--- src/rtl/lsu_pkg.sv ---
// Shared definitions for the load/store unit: FSM state codes, Funct3 codes,
// access-size type and the Funct3 size decoder.
package lsu_pkg;

  localparam logic [1:0] ST_IDLE   = 2'd0;
  localparam logic [1:0] ST_REQ    = 2'd1;
  localparam logic [1:0] ST_WAIT_R = 2'd2;
  localparam logic [1:0] ST_DONE   = 2'd3;

  localparam logic [2:0] F3_LB  = 3'b000;
  localparam logic [2:0] F3_LH  = 3'b001;
  localparam logic [2:0] F3_LW  = 3'b010;
  localparam logic [2:0] F3_LBU = 3'b100;
  localparam logic [2:0] F3_LHU = 3'b101;
  localparam logic [2:0] F3_SB  = 3'b000;
  localparam logic [2:0] F3_SH  = 3'b001;
  localparam logic [2:0] F3_SW  = 3'b010;

  typedef enum logic [1:0] {
    SZ_BYTE = 2'd0,
    SZ_HALF = 2'd1,
    SZ_WORD = 2'd2
  } lsu_size_e;

  // Unknown codes fall back to a word access.
  function automatic lsu_size_e decode_size(input logic [2:0] f3, input logic is_load);
    lsu_size_e sz;
    sz = SZ_WORD;
    if (is_load) begin
      case (f3)
        F3_LB, F3_LBU: sz = SZ_BYTE;
        F3_LH, F3_LHU: sz = SZ_HALF;
        F3_LW:         sz = SZ_WORD;
        default:       sz = SZ_WORD;
      endcase
    end else begin
      case (f3)
        F3_SB:   sz = SZ_BYTE;
        F3_SH:   sz = SZ_HALF;
        F3_SW:   sz = SZ_WORD;
        default: sz = SZ_WORD;
      endcase
    end
    return sz;
  endfunction

endpackage

--- src/rtl/lsu_align.sv ---
// Lane steering for the LSU: byte enables, store-data replication and
// load-data extraction with sign/zero extension. Purely combinational.
module lsu_align
  import lsu_pkg::*;
#(
  parameter int DATA_W = 32
) (
  input  lsu_size_e         size,
  input  logic [1:0]        lane,
  input  logic              uns,
  input  logic [DATA_W-1:0] wd,
  input  logic [DATA_W-1:0] rdata,
  output logic [3:0]        be,
  output logic [DATA_W-1:0] wdata,
  output logic [DATA_W-1:0] rdata_fmt
);

  logic [7:0]  byte_sel;
  logic [15:0] half_sel;

  always_comb begin
    byte_sel  = rdata[{lane, 3'b000} +: 8];
    half_sel  = rdata[{lane[1], 4'b0000} +: 16];
    be        = 4'b1111;
    wdata     = wd;
    rdata_fmt = rdata;
    case (size)
      SZ_BYTE: begin
        be        = 4'b0001 << lane;
        wdata     = {4{wd[7:0]}};
        rdata_fmt = uns ? {24'd0, byte_sel} : {{24{byte_sel[7]}}, byte_sel};
      end
      SZ_HALF: begin
        be        = 4'b0011 << {lane[1], 1'b0};
        wdata     = {2{wd[15:0]}};
        rdata_fmt = uns ? {16'd0, half_sel} : {{16{half_sel[15]}}, half_sel};
      end
      default: begin
        be        = 4'b1111;
        wdata     = wd;
        rdata_fmt = rdata;
      end
    endcase
  end

endmodule

--- src/rtl/lsu_ctrl.sv ---
// Load/store unit controller bridging the pipeline to a req/gnt/rvalid data memory.
// Define LSU_MISALIGN_TRAP_EN to trap misaligned half/word accesses instead of aligning them.
//
// state   | meaning
// IDLE    | waiting for MemRead/MemWrite
// REQ     | mem_req high, waiting for mem_gnt
// WAIT_R  | load granted, waiting for mem_rvalid
// DONE    | lsu_done pulse (and misalign pulse when trapped)
module lsu_ctrl
  import lsu_pkg::*;
#(
  parameter int DM_ADDRESS = 9,
  parameter int DATA_W     = 32
) (
  input  logic                  clk,
  input  logic                  rst_n,
  input  logic                  MemRead,
  input  logic                  MemWrite,
  input  logic [2:0]            Funct3,
  input  logic [DM_ADDRESS-1:0] a,
  input  logic [DATA_W-1:0]     wd,
  output logic [DATA_W-1:0]     rd,
  output logic                  lsu_busy,
  output logic                  lsu_done,
  output logic                  misalign,
  output logic                  mem_req,
  output logic                  mem_we,
  output logic [3:0]            mem_be,
  output logic [DM_ADDRESS-1:0] mem_addr,
  output logic [DATA_W-1:0]     mem_wdata,
  input  logic                  mem_gnt,
  input  logic                  mem_rvalid,
  input  logic [DATA_W-1:0]     mem_rdata
);

  logic [1:0]            state;
  lsu_size_e             req_size, size_q, size_sel;
  logic                  req_uns, uns_q;
  logic [1:0]            lane_q, lane_sel;
  logic [DM_ADDRESS-1:0] a_eff;
  logic                  mis_req, mis_q;
  logic [3:0]            be_c;
  logic [DATA_W-1:0]     wdata_c, rd_c;

  always_comb begin
    req_size = decode_size(Funct3, MemRead);
    req_uns  = MemRead & Funct3[2];
    a_eff    = a;
    mis_req  = 1'b0;
`ifdef LSU_MISALIGN_TRAP_EN
    mis_req  = ((req_size == SZ_HALF) && a[0]) || ((req_size == SZ_WORD) && (a[1:0] != 2'b00));
`else
    // Without trapping, misaligned low bits are simply dropped.
    if (req_size == SZ_HALF) a_eff[0] = 1'b0;
    if (req_size == SZ_WORD) a_eff[1:0] = 2'b00;
`endif
  end

  // The single align instance serves the store path in IDLE and the load path afterwards.
  assign size_sel = (state == ST_IDLE) ? req_size   : size_q;
  assign lane_sel = (state == ST_IDLE) ? a_eff[1:0] : lane_q;

  lsu_align #(.DATA_W(DATA_W)) u_align (
    .size      (size_sel),
    .lane      (lane_sel),
    .uns       (uns_q),
    .wd        (wd),
    .rdata     (mem_rdata),
    .be        (be_c),
    .wdata     (wdata_c),
    .rdata_fmt (rd_c)
  );

  always_ff @(posedge clk or negedge rst_n) begin
    if (!rst_n) begin
      state     <= ST_IDLE;
      rd        <= '0;
      mem_we    <= 1'b0;
      mem_be    <= 4'b0000;
      mem_addr  <= '0;
      mem_wdata <= '0;
      size_q    <= SZ_WORD;
      uns_q     <= 1'b0;
      lane_q    <= 2'b00;
      mis_q     <= 1'b0;
    end else begin
      case (state)
        ST_IDLE: begin
          if (MemRead || MemWrite) begin
            size_q <= req_size;
            uns_q  <= req_uns;
            lane_q <= a_eff[1:0];
            mis_q  <= mis_req;
            if (mis_req) begin
              state <= ST_DONE;
            end else begin
              state     <= ST_REQ;
              mem_we    <= ~MemRead;
              mem_be    <= be_c;
              mem_addr  <= {a_eff[DM_ADDRESS-1:2], 2'b00};
              mem_wdata <= wdata_c;
            end
          end
        end
        ST_REQ: begin
          if (mem_gnt) state <= mem_we ? ST_DONE : ST_WAIT_R;
        end
        ST_WAIT_R: begin
          if (mem_rvalid) begin
            rd    <= rd_c;
            state <= ST_DONE;
          end
        end
        ST_DONE: begin
          state <= ST_IDLE;
          mis_q <= 1'b0;
        end
        default: state <= ST_IDLE;
      endcase
    end
  end

  assign mem_req  = (state == ST_REQ);
  assign lsu_busy = (state != ST_IDLE);
  assign lsu_done = (state == ST_DONE);
  assign misalign = (state == ST_DONE) && mis_q;

endmodule

--- config.mk ---
export PLATFORM = sky130hd
export DESIGN_NAME = lsu_ctrl
export DESIGN_NICKNAME = d
export VERILOG_FILES = /design/src/rtl/lsu_pkg.sv /design/src/rtl/lsu_align.sv /design/src/rtl/lsu_ctrl.sv
export SDC_FILE = /design/constraint.sdc
export NUM_CORES = 1
export LEC_CHECK = 0
export ABC_AREA = 1
export CAP_MARGIN = 40
export CORE_UTILIZATION = 49
export DETAILED_ROUTE_END_ITERATION = 12
export GPL_ROUTABILITY_DRIVEN = 1
export PLACE_DENSITY = 0.86
export SLEW_MARGIN = 20
export SYNTH_ARGS = -nofsm -noshare
export SYNTH_HDL_FRONTEND = slang
export SYNTH_SLANG_ARGS = --single-unit
--- constraint.sdc ---
create_clock -name clk -period 2.95 [get_ports clk]
set_clock_uncertainty 0.05 [all_clocks]
set_input_delay 0.4425 -clock clk [delete_from_list [all_inputs] [get_ports clk]]
set_output_delay 0.4425 -clock clk [all_outputs]
set_load 0.1 [all_outputs]
==> summary.txt, run 1 <==
Die
  – Die Ht: ~100 um
  – Starting density of the core: 0.515
  – Chip width: 98.6 um
  – Die area: ~0.0097 mm2
  – # rows: 34
  – # IOs: 164
  – Core area: 0.00889 mm2

Timing
  – Worst Max-Slew Pin Slew: roughly 520 ps
  – RSZ-0062 raised after global routing: false
  – Finish-stage setup viols: 0
  – Fin Setup TNS: 0 ps
  – Final hold vios: 0
  – Pins Over Slew Limit: 0
  – Slew margin rel.: 0.651
  – FMAX: 394 MHz
  – Period utilization: 0.860
  – Post-route minimum period: ~2500 ps

Synth
  – Number of synthesis warnings: 0
  – Synth area leaders: dfrtp_1 (45%), nand2_1 (15%), o21ai_0 (6.7%)
  – Commonest cells post-synth: nand2_1 (177), dfrtp_1 (82), inv_1 (77), o21ai_0 (61), nor2_1 (51)
  – Main flop type after synthesis: dfrtp_1
  – Cell variety after synth: 33
  – Mean Syn Cell Area: roughly 7.4 um2
  – Share of the synthesized area in the top cell type: 0.448
  – Synth area leader: dfrtp_1
  – Mapped cell area: between 0.004 and 0.005 mm2
  – Sequential-to-total area share from yosys stat: 0.454
  – EDFF count, synth: 0
  – Syn Inst Count: ~620
  – Synthesized flop and latch total: just over 80
  – Asr flop ratio synth: 1.00
  – Cell with the most instances after synthesis: nand2_1

Final layout
  – Layout Utilization: 0.707
  – Layout filler cell count: approximately 730
  – Layout Area Growth over Synthesis: 37.4%
  – Ant diodes: 0
  – Fraction of layout cells with a size suffix above 1: 0.193
  – Nets: approximately 860

Global routing
  – Global-route wire length before repair: approximately 22000 um
  – Initial antenna violation count: 0
  – Grt ovf: 0
  – Largest net degree at the start of global routing: between 50 and 60
  – Vias in the first global route: between 4000 and 5000
  – Total global-route track usage: 0.293

Placed design
  – # port buffers: 160
  – GPL Wtd Cong: ~0.85
  – Detail Placement HPWL: around 10000 um

Worst setup path
  – WS Path Type: reg -> reg
  – CP required: between 3000 and 4000 ps
  – CP Data Arrival Time: 2780 ps
  – FF-to-FF path depth: 10
  – Crit-path slowest cell: dfrtp_1
  – Worst path cell trace: inv_1, ha_1, or2_2, nand2_4, inv_4, nor2_8, nand4_4, nand3_1, nand2_1, inv_1
  – Max FO, Critical Path: 24
  – Slowest stage delay, CP: ~430 ps
  – Most used cell, CP: inv_1
  – Startpoint Class: flop
  – CP endpoint kind: flop

Flow run
  – Max-cap violations: 0

Detailed routing
  – Routed wire length: 13600 um
  – DR pass1 iterations: 5
  – Via density: 5.24
  – DRC: 0
  – Final ANT Viol Nets: 0
  – Routed WL per cell: roughly 15 um
  – Initial DRC count: approximately 340
  – DR vias: between 4000 and 5000

Clocking
  – Postcts setup bufs: 0
  – Htree depth: 3
  – Buffer depth of the longest clock path: 2
  – Root Driver: clkbuf_8
  – Cts bufs inserted: 9
  – Skew-Pair Late Insertion Delay: between 300 and 400 ps
  – CTS Hold Bufs: 1
  – Clock-pin slew on the worst setup and hold paths: 90 ps
  – CTS tree: done
  – Cts repair resizes: 0
  – Clock sink count: between 80 and 90

Worst hold path
  – Worst hold path class: reg -> reg
  – Hold path depth: 2

Run status
  – Status: completed
==> routing by layer <==
layer,GRT usage,part of all wire,vias up
met3,0.0638,0.093,30
met4,0.114,0.027,0
li1,-,-,2236
met5,0,0,-
met1,0.367,0.39,2130
met2,0.496,0.49,228
==> sequential cells by signal (all words and copies together) (netlist names) <==
name and flops:
lane_q 2, mem_addr 7, mem_be 4, mem_wdata 32, mem_we 1, rd 32
size_q 2, state 2, uns_q 1
==> worst max-delay path, delay by kind of cell, from the launching register on <==
family / cells / cell delay [ps]
AND/OR/NAND/NOR: 6 / 1430
adder cells (fa/ha/maj): 1 / 250
flip-flops: 1 / 430
buffers and inverters: 3 / 300
==> final timing paths <==
check | startpoint | end | slack (ps)
hold reg to reg | rd[14]$_DFFE_PN0P_ | rd[14]$_DFFE_PN0P_ | 440
hold / removal | rd[14]$_DFFE_PN0P_ | rd[14]$_DFFE_PN0P_ | 440
setup reg to reg | state[0]$_DFFE_PN0P_ | rd[17]$_DFFE_PN0P_ | 410
max in group asynchronous | rst_n | size_q[1]$_DFFE_PN1P_ | 1690
min in group asynchronous | rst_n | rd[14]$_DFFE_PN0P_ | 510
setup / recovery | state[0]$_DFFE_PN0P_ | rd[17]$_DFFE_PN0P_ | 410
==> area by class of cell <==
class	instances	area, um2	share of cell area
multi-input cells	423	2020	0.321
inverters	83	314	0.0499
clock inverters	7	123	0.0195
repair buffers	169	1500	0.238
flip-flops and latches	83	2080	0.330
well taps	108	135	0.0215
clock buffers	9	124	0.0197
==> kinds of logic (layout without fill, tap and decap cells) <==
group / Yosys count / count (layout) / synth area share
flip-flops: 83 / 83 / 0.454
AO/OA/AOI/OAI: 122 / 122 / 0.145
buffers and inverters: 115 / 268 / 0.107
adder cells (fa/ha/maj): 4 / 4 / 0.0109
AND/OR/NAND/NOR: 294 / 294 / 0.281
other: 1 / 3 / 0.000819
==> through the flow <==
step	area, um2	instances	worst slack [ps]	hold slack (ps)
5_1_grt	6290	882	244	463
4_1_cts	6290	882	429	443
6_report	6290	882	413	439
2_1_floorplan	4580	621	601	96.9
3_3_place_gp	5990	863	329	413
3_5_place_dp	6030	865	225	355
==> cells in the final DEF (no fill, tap or decap), types with 4 or more instances in the layout <==
| cell type | count |
|---|---|
| nand2_1 | 176 |
| buf_4 | 86 |
| dfrtp_1 | 82 |
| clkdlybuf4s50_1 | 80 |
| inv_1 | 77 |
| o21ai_0 | 61 |
| nor2_1 | 51 |
| a21oi_1 | 37 |
| nand3_1 | 31 |
| or2_2 | 21 |
| o21ai_1 | 10 |
| clkbuf_8 | 9 |
| a31oi_1 | 8 |
| nand2_2 | 5 |
| inv_2 | 4 |
| ha_1 | 4 |
Power of run 1 is not shown: default switching activity piles up to over one toggle a cycle in this logic, so the estimate is an artifact.
==> inputs of run 2 (changes only) <==
GPL_ROUTABILITY_DRIVEN = 0   (was 1)
==> run 2 against run 1 <==
Against the previous run:
- fmax shrank 2.5%
- routed wire length shrank 4.1%
- via count is essentially flat
- critical path depth unchanged
- clock-buffer cell count up 2
- sequential cell count unchanged
- setup slack worse by 66 ps
- utilization fell by 0.59 points
- final cell count decreased by 0.11%
- hold slack worse by 2.1 ps
- design area decreased by 0.84%
==> summary.txt, run 2 (synthesis gave the netlist of run 1 again) <==
Run status
  – Status: completed

Clocking
  – Postcts setup bufs: 0
  – Skew-Pair Late Insertion Delay: between 300 and 400 ps
  – Buffer depth of the longest clock path: 2
  – Htree depth: 3
  – Clock sink count: 83
  – CTS tree: done
  – Root Driver: clkbuf_8
  – Cts bufs inserted: 9
  – Clock-pin slew on the worst setup and hold paths: roughly 90 ps

Final layout
  – Multi-input logic area: roughly 0.0020 mm2
  – Layout Area Growth over Synthesis: 36.3%
  – Nets: approximately 850
  – Reg area: approximately 0.0021 mm2
  – Ant diodes: 0
  – Post-route insts no fill: around 880
  – Most frequent cells in the layout: nand2_1 (176), buf_4 (85), dfrtp_1 (82), clkdlybuf4s50_1 (80), inv_1 (77)
  – Final Cell Area: around 0.0062 mm2
  – Commonest non-fill, non-tap cell in the layout: nand2_1
  – Fraction of layout cells with a size suffix above 1: 0.190
  – Layout filler cell count: around 740
  – Largest regs: mem_wdata: 32 flops, rd: 32 flops, mem_addr: 7 flops

Worst setup path
  – CP required: ~3200 ps
  – FF-to-FF Start: state[0]$_DFFE_PN0P_
  – CP startpoint: state[0]$_DFFE_PN0P_
  – CP Data Arrival Time: between 2000 and 3000 ps
  – WS Path Type: reg -> reg
  – CP endpoint kind: flop
  – Startpoint Class: flop
  – Max FO, Critical Path: 24

Timing
  – Post-route minimum period: roughly 2600 ps
  – Worst Max-Slew Pin Slew: just over 500 ps
  – RSZ-0062 raised after global routing: false
  – Fin Setup TNS: 0 ps
  – Final hold vios: 0
  – Hold WS: 437 ps
  – Pins Over Slew Limit: 0
  – Finish-stage setup viols: 0
  – Period utilization: 0.882
  – FMAX: between 300 and 400 MHz
  – Slew margin rel.: 0.655

Placed design
  – Cell Count Post-Placement: around 860
  – Detail Placement HPWL: roughly 9600 um
  – Placed inst area: approximately 0.006 mm2
  – # port buffers: 160

Die
  – Starting density of the core: 0.515
  – Chip width: about 99 um
  – Core area: 0.00889 mm2
  – Die Ht: 98.6 um
  – # rows: 34
  – Die area: a little under 0.01 mm2
  – # IOs: between 150 and 200

Detailed routing
  – DRC: 0
  – Top layer in use: met4
  – Initial DRC count: 219
  – Via density: ~5.2
  – Routed wire length: between 10000 and 15000 um
  – DRT met1 WL: 5150 um
  – Routed WL per cell: roughly 15 um
  – Final ANT Viol Nets: 0
  – Met3 WL: roughly 1200 um
  – DR pass1 iterations: 6
  – DR vias: ~4600
  – Met2 wire length: between 6000 and 7000 um

Worst hold path
  – Worst hold path class: reg -> reg
  – Hold Path Origin: rd[10]$_DFFE_PN0P_

Global routing
  – Total global-route track usage: 0.276
  – Global-route wire length before repair: 21200 um
  – Initial antenna violation count: 0
  – Grt ovf: 0
  – Largest net degree at the start of global routing: 59
  – Vias in the first global route: between 4000 and 5000

Flow run
  – Max-cap violations: 0
[run 2: cell types whose count changed in the layout (fill, tap and decap cells not counted), sizes merged]
cell / change
clkinv: +2
clkbuf: +2
inv: -1
clkinvlp: -1
bufinv: -2
buf: -1
[run 2: worst paths after layout]
path                       depth (start not counted)  slack [ps]                    end
setup reg to reg                                  10         350     rd[15]$_DFFE_PN0P_
hold / removal                                     2         440     rd[10]$_DFFE_PN0P_
hold reg to reg                                    2         440     rd[10]$_DFFE_PN0P_
max in group asynchronous                          3        1710  size_q[1]$_DFFE_PN1P_
min in group asynchronous                          2         490      rd[8]$_DFFE_PN0P_
setup / recovery                                  10         350     rd[15]$_DFFE_PN0P_
[run 2: area by class of cell]
cell class	instances	area share
multi-input combinational	423	0.323
clock inverter	5	0.00963
timing repair buffer	168	0.239
clock buffer	11	0.0227
tap	108	0.0217
inverter	83	0.0504
sequential	83	0.333
[run 2: what timing repair did]
| action | 4_1_cts | 5_1_grt |
|---|---|---|
| setup endpoints to repair | 0 | 0 |
| hold buffers | 1 | 0 |
| endpoints found under the hold margin | 25 | 0 |
| resized for setup | 0 | 0 |
[run 2: routing by layer]
metal,GRT usage,vias to the layer above
li1,-,2222
met1,0.339,2145
met2,0.471,228
met3,0.0695,25
met4,0.106,0
met5,0,-
[run 2: critical path, cell delays in order, from the launching register on]
cell,delay (ps)
dfrtp_1,440
inv_1,100
ha_1,370
or2_2,380
nand2_4,90
inv_4,90
nor2_8,280
nand4_4,360
nand2_1,210
nand2_1,90
nand2_1,60
[run 2: per-stage QoR]
step	worst slack (ps)	util
2_1_floorplan	601	-
3_3_place_gp	415	0.673
3_5_place_dp	298	0.676
4_1_cts	389	0.700
5_1_grt	205	0.702
6_report	347	0.702
Power of run 2 is left out for the same reason.
==> RTL change, RTL diff (settings of run 2) <==
The option `LSU_MISALIGN_TRAP_EN` is turned on by a define.
--- a/src/rtl/lsu_ctrl.sv
+++ b/src/rtl/lsu_ctrl.sv
@@ -6,6 +6,8 @@
 // REQ     | mem_req high, waiting for mem_gnt
 // WAIT_R  | load granted, waiting for mem_rvalid
 // DONE    | lsu_done pulse (and misalign pulse when trapped)
+`define LSU_MISALIGN_TRAP_EN
+
 module lsu_ctrl
   import lsu_pkg::*;
 #(
Check against the original RTL: not equivalent (a bounded check fails within 4 cycles, from zero or initial values and one cycle with rst_n low).
==> RTL change against run 2 <==
  * Cell area up 1.2%
  * Sequential cell count up 1
  * Non-clock buffer count up 4
  * Synthesized area up 1.1%
  * Maximum frequency up 0.23%
  * Wire length up 1.5%
  * Setup slack better by 5.9 ps
Power is not shown: default switching activity piles up to over one toggle a cycle in this logic, so the estimate is an artifact.
==> RTL change: results <==
export IMPL_routed_via_count=4716
export IMPL_use_met2=0.436
export IMPL_h_tree_depth=3
export IMPL_dr_first_iter_drc_count=397
export IMPL_status="completed"
export IMPL_synthMuxAreaShare=0
export IMPL_hold_class="in -> async"
export IMPL_arrival_ps=2840
export IMPL_largest_registers="mem_wdata: 32 flops, rd: 32 flops, mem_addr: 7 flops"
export IMPL_antenna_found_initial=0
export IMPL_cts_buffers=9
export IMPL_timing_rr_end="rd[15]"
export IMPL_numPortBuffers=161
export IMPL_crit_start="state[0]"
export IMPL_insertion_delay_ps=350
export IMPL_groute_layer_met3_usage=0.0267
export IMPL_yosysSeqAreaShare=0.455
export IMPL_grt_max_degree=46
export IMPL_async_flop_share=1.00
export IMPL_crit_type="reg -> reg"
export IMPL_path_clk_slew_ps=90
export IMPL_cts_resized=0
export IMPL_synth_edf_count=0
export IMPL_place_hpwl_um=9930
export IMPL_synth_fa_ha_area_frac=0.0108
export IMPL_ys_flop_type="dfrtp_1"
export IMPL_synth_compound_area_frac=0.0914
export IMPL_postCtsSetupBuffers=0
export IMPL_grtUsageTotal=0.267
export IMPL_worst_path_max_fanout=23
export IMPL_wl_per_cell_um=14.5
export IMPL_cts_root_buf="clkbuf_8"
export IMPL_ys_types=32
export IMPL_drive_gt1_frac=0.185
export IMPL_synth_area_top_cells="dfrtp_1, nand2_1, o21ai_0"
export IMPL_clockBufferDepth=2
export IMPL_period_share=0.880
export IMPL_drt_pass1_iterations=5
export IMPL_grt_met1_usage=0.358
export IMPL_yosys_top_cells_count="nand2_1, dfrtp_1, nor2_1, o21ai_0, inv_1"
export IMPL_antennaDiodeCount=0
export IMPL_place_ws_ps=141
export IMPL_first_global_vias=4417
export IMPL_synth_xor_area_share=0
export IMPL_synth_warnings=0
export IMPL_grt_pass1_wl_um=20900
export IMPL_nets=882
export IMPL_hold_buffers=0
export IMPL_worst_pin_slew_ps=590
export IMPL_worst_r2r_cell_count=10
-- RTL change: changes by cell type after synthesis, sizes merged, moves of 2 or more --
cell,delta
a31oi,-8
nand2,+71
or2,+7
a21oi,-21
nand3b,+17
clkbuf,-4
nor2,+3
inv,-27
buf,+4
o21bai,+2
o21ai,-18
nand3,-3
-- RTL change: critical path, stage by stage (launching register included) --
cell and delay (ps):
dfrtp_1 430, inv_1 120, ha_1 450, inv_2 180
nand2_1 110, nand2_2 190, nor2_4 320, nand4_4 350
nand2_1 190, nor2_1 60, nor2_1 80
-- RTL change: area by class of cell --
| type | instances | area (µm²) |
|---|---|---|
| inverter | 56 | 210 |
| tap | 111 | 139 |
| clock buffer | 10 | 128 |
| fill | 769 | 2880 |
| clock inverter | 6 | 71.3 |
| multi-input combinational | 473 | 2160 |
| sequential | 84 | 2100 |
| timing repair buffer | 172 | 1500 |
-- RTL change: metrics by stage --
stage	hold slack, ps	utilization	std cells	instance area (µm²)
after floorplan	96.9	-	645	4630
after global placement	415	0.662	895	6090
after detailed placement	415	0.664	896	6110
after CTS	45.9	0.686	912	6310
after global routing	70.2	0.687	912	6310
final	36.9	0.687	912	6310
-- RTL change: how the worst min path moves through the flow --
stage                       from            end  depth (start not counted)
CTS                        rst_n  mem_wdata[21]                          1
finish                     rst_n  mem_wdata[21]                          1
global route               rst_n   mem_wdata[5]                          1
global placement    mem_wdata[7]   mem_wdata[7]                          2
floorplan                  rst_n      lane_q[0]                          0
detailed placement     lane_q[1]      lane_q[1]                          2
-- RTL change: per-layer routing --
metal	share of wire	wire [µm]	vias up
met5	0	0	-
met1	0.43	5630	2166
li1	-	-	2303
met4	0.047	617	0
met3	0.050	656	57
met2	0.48	6330	190
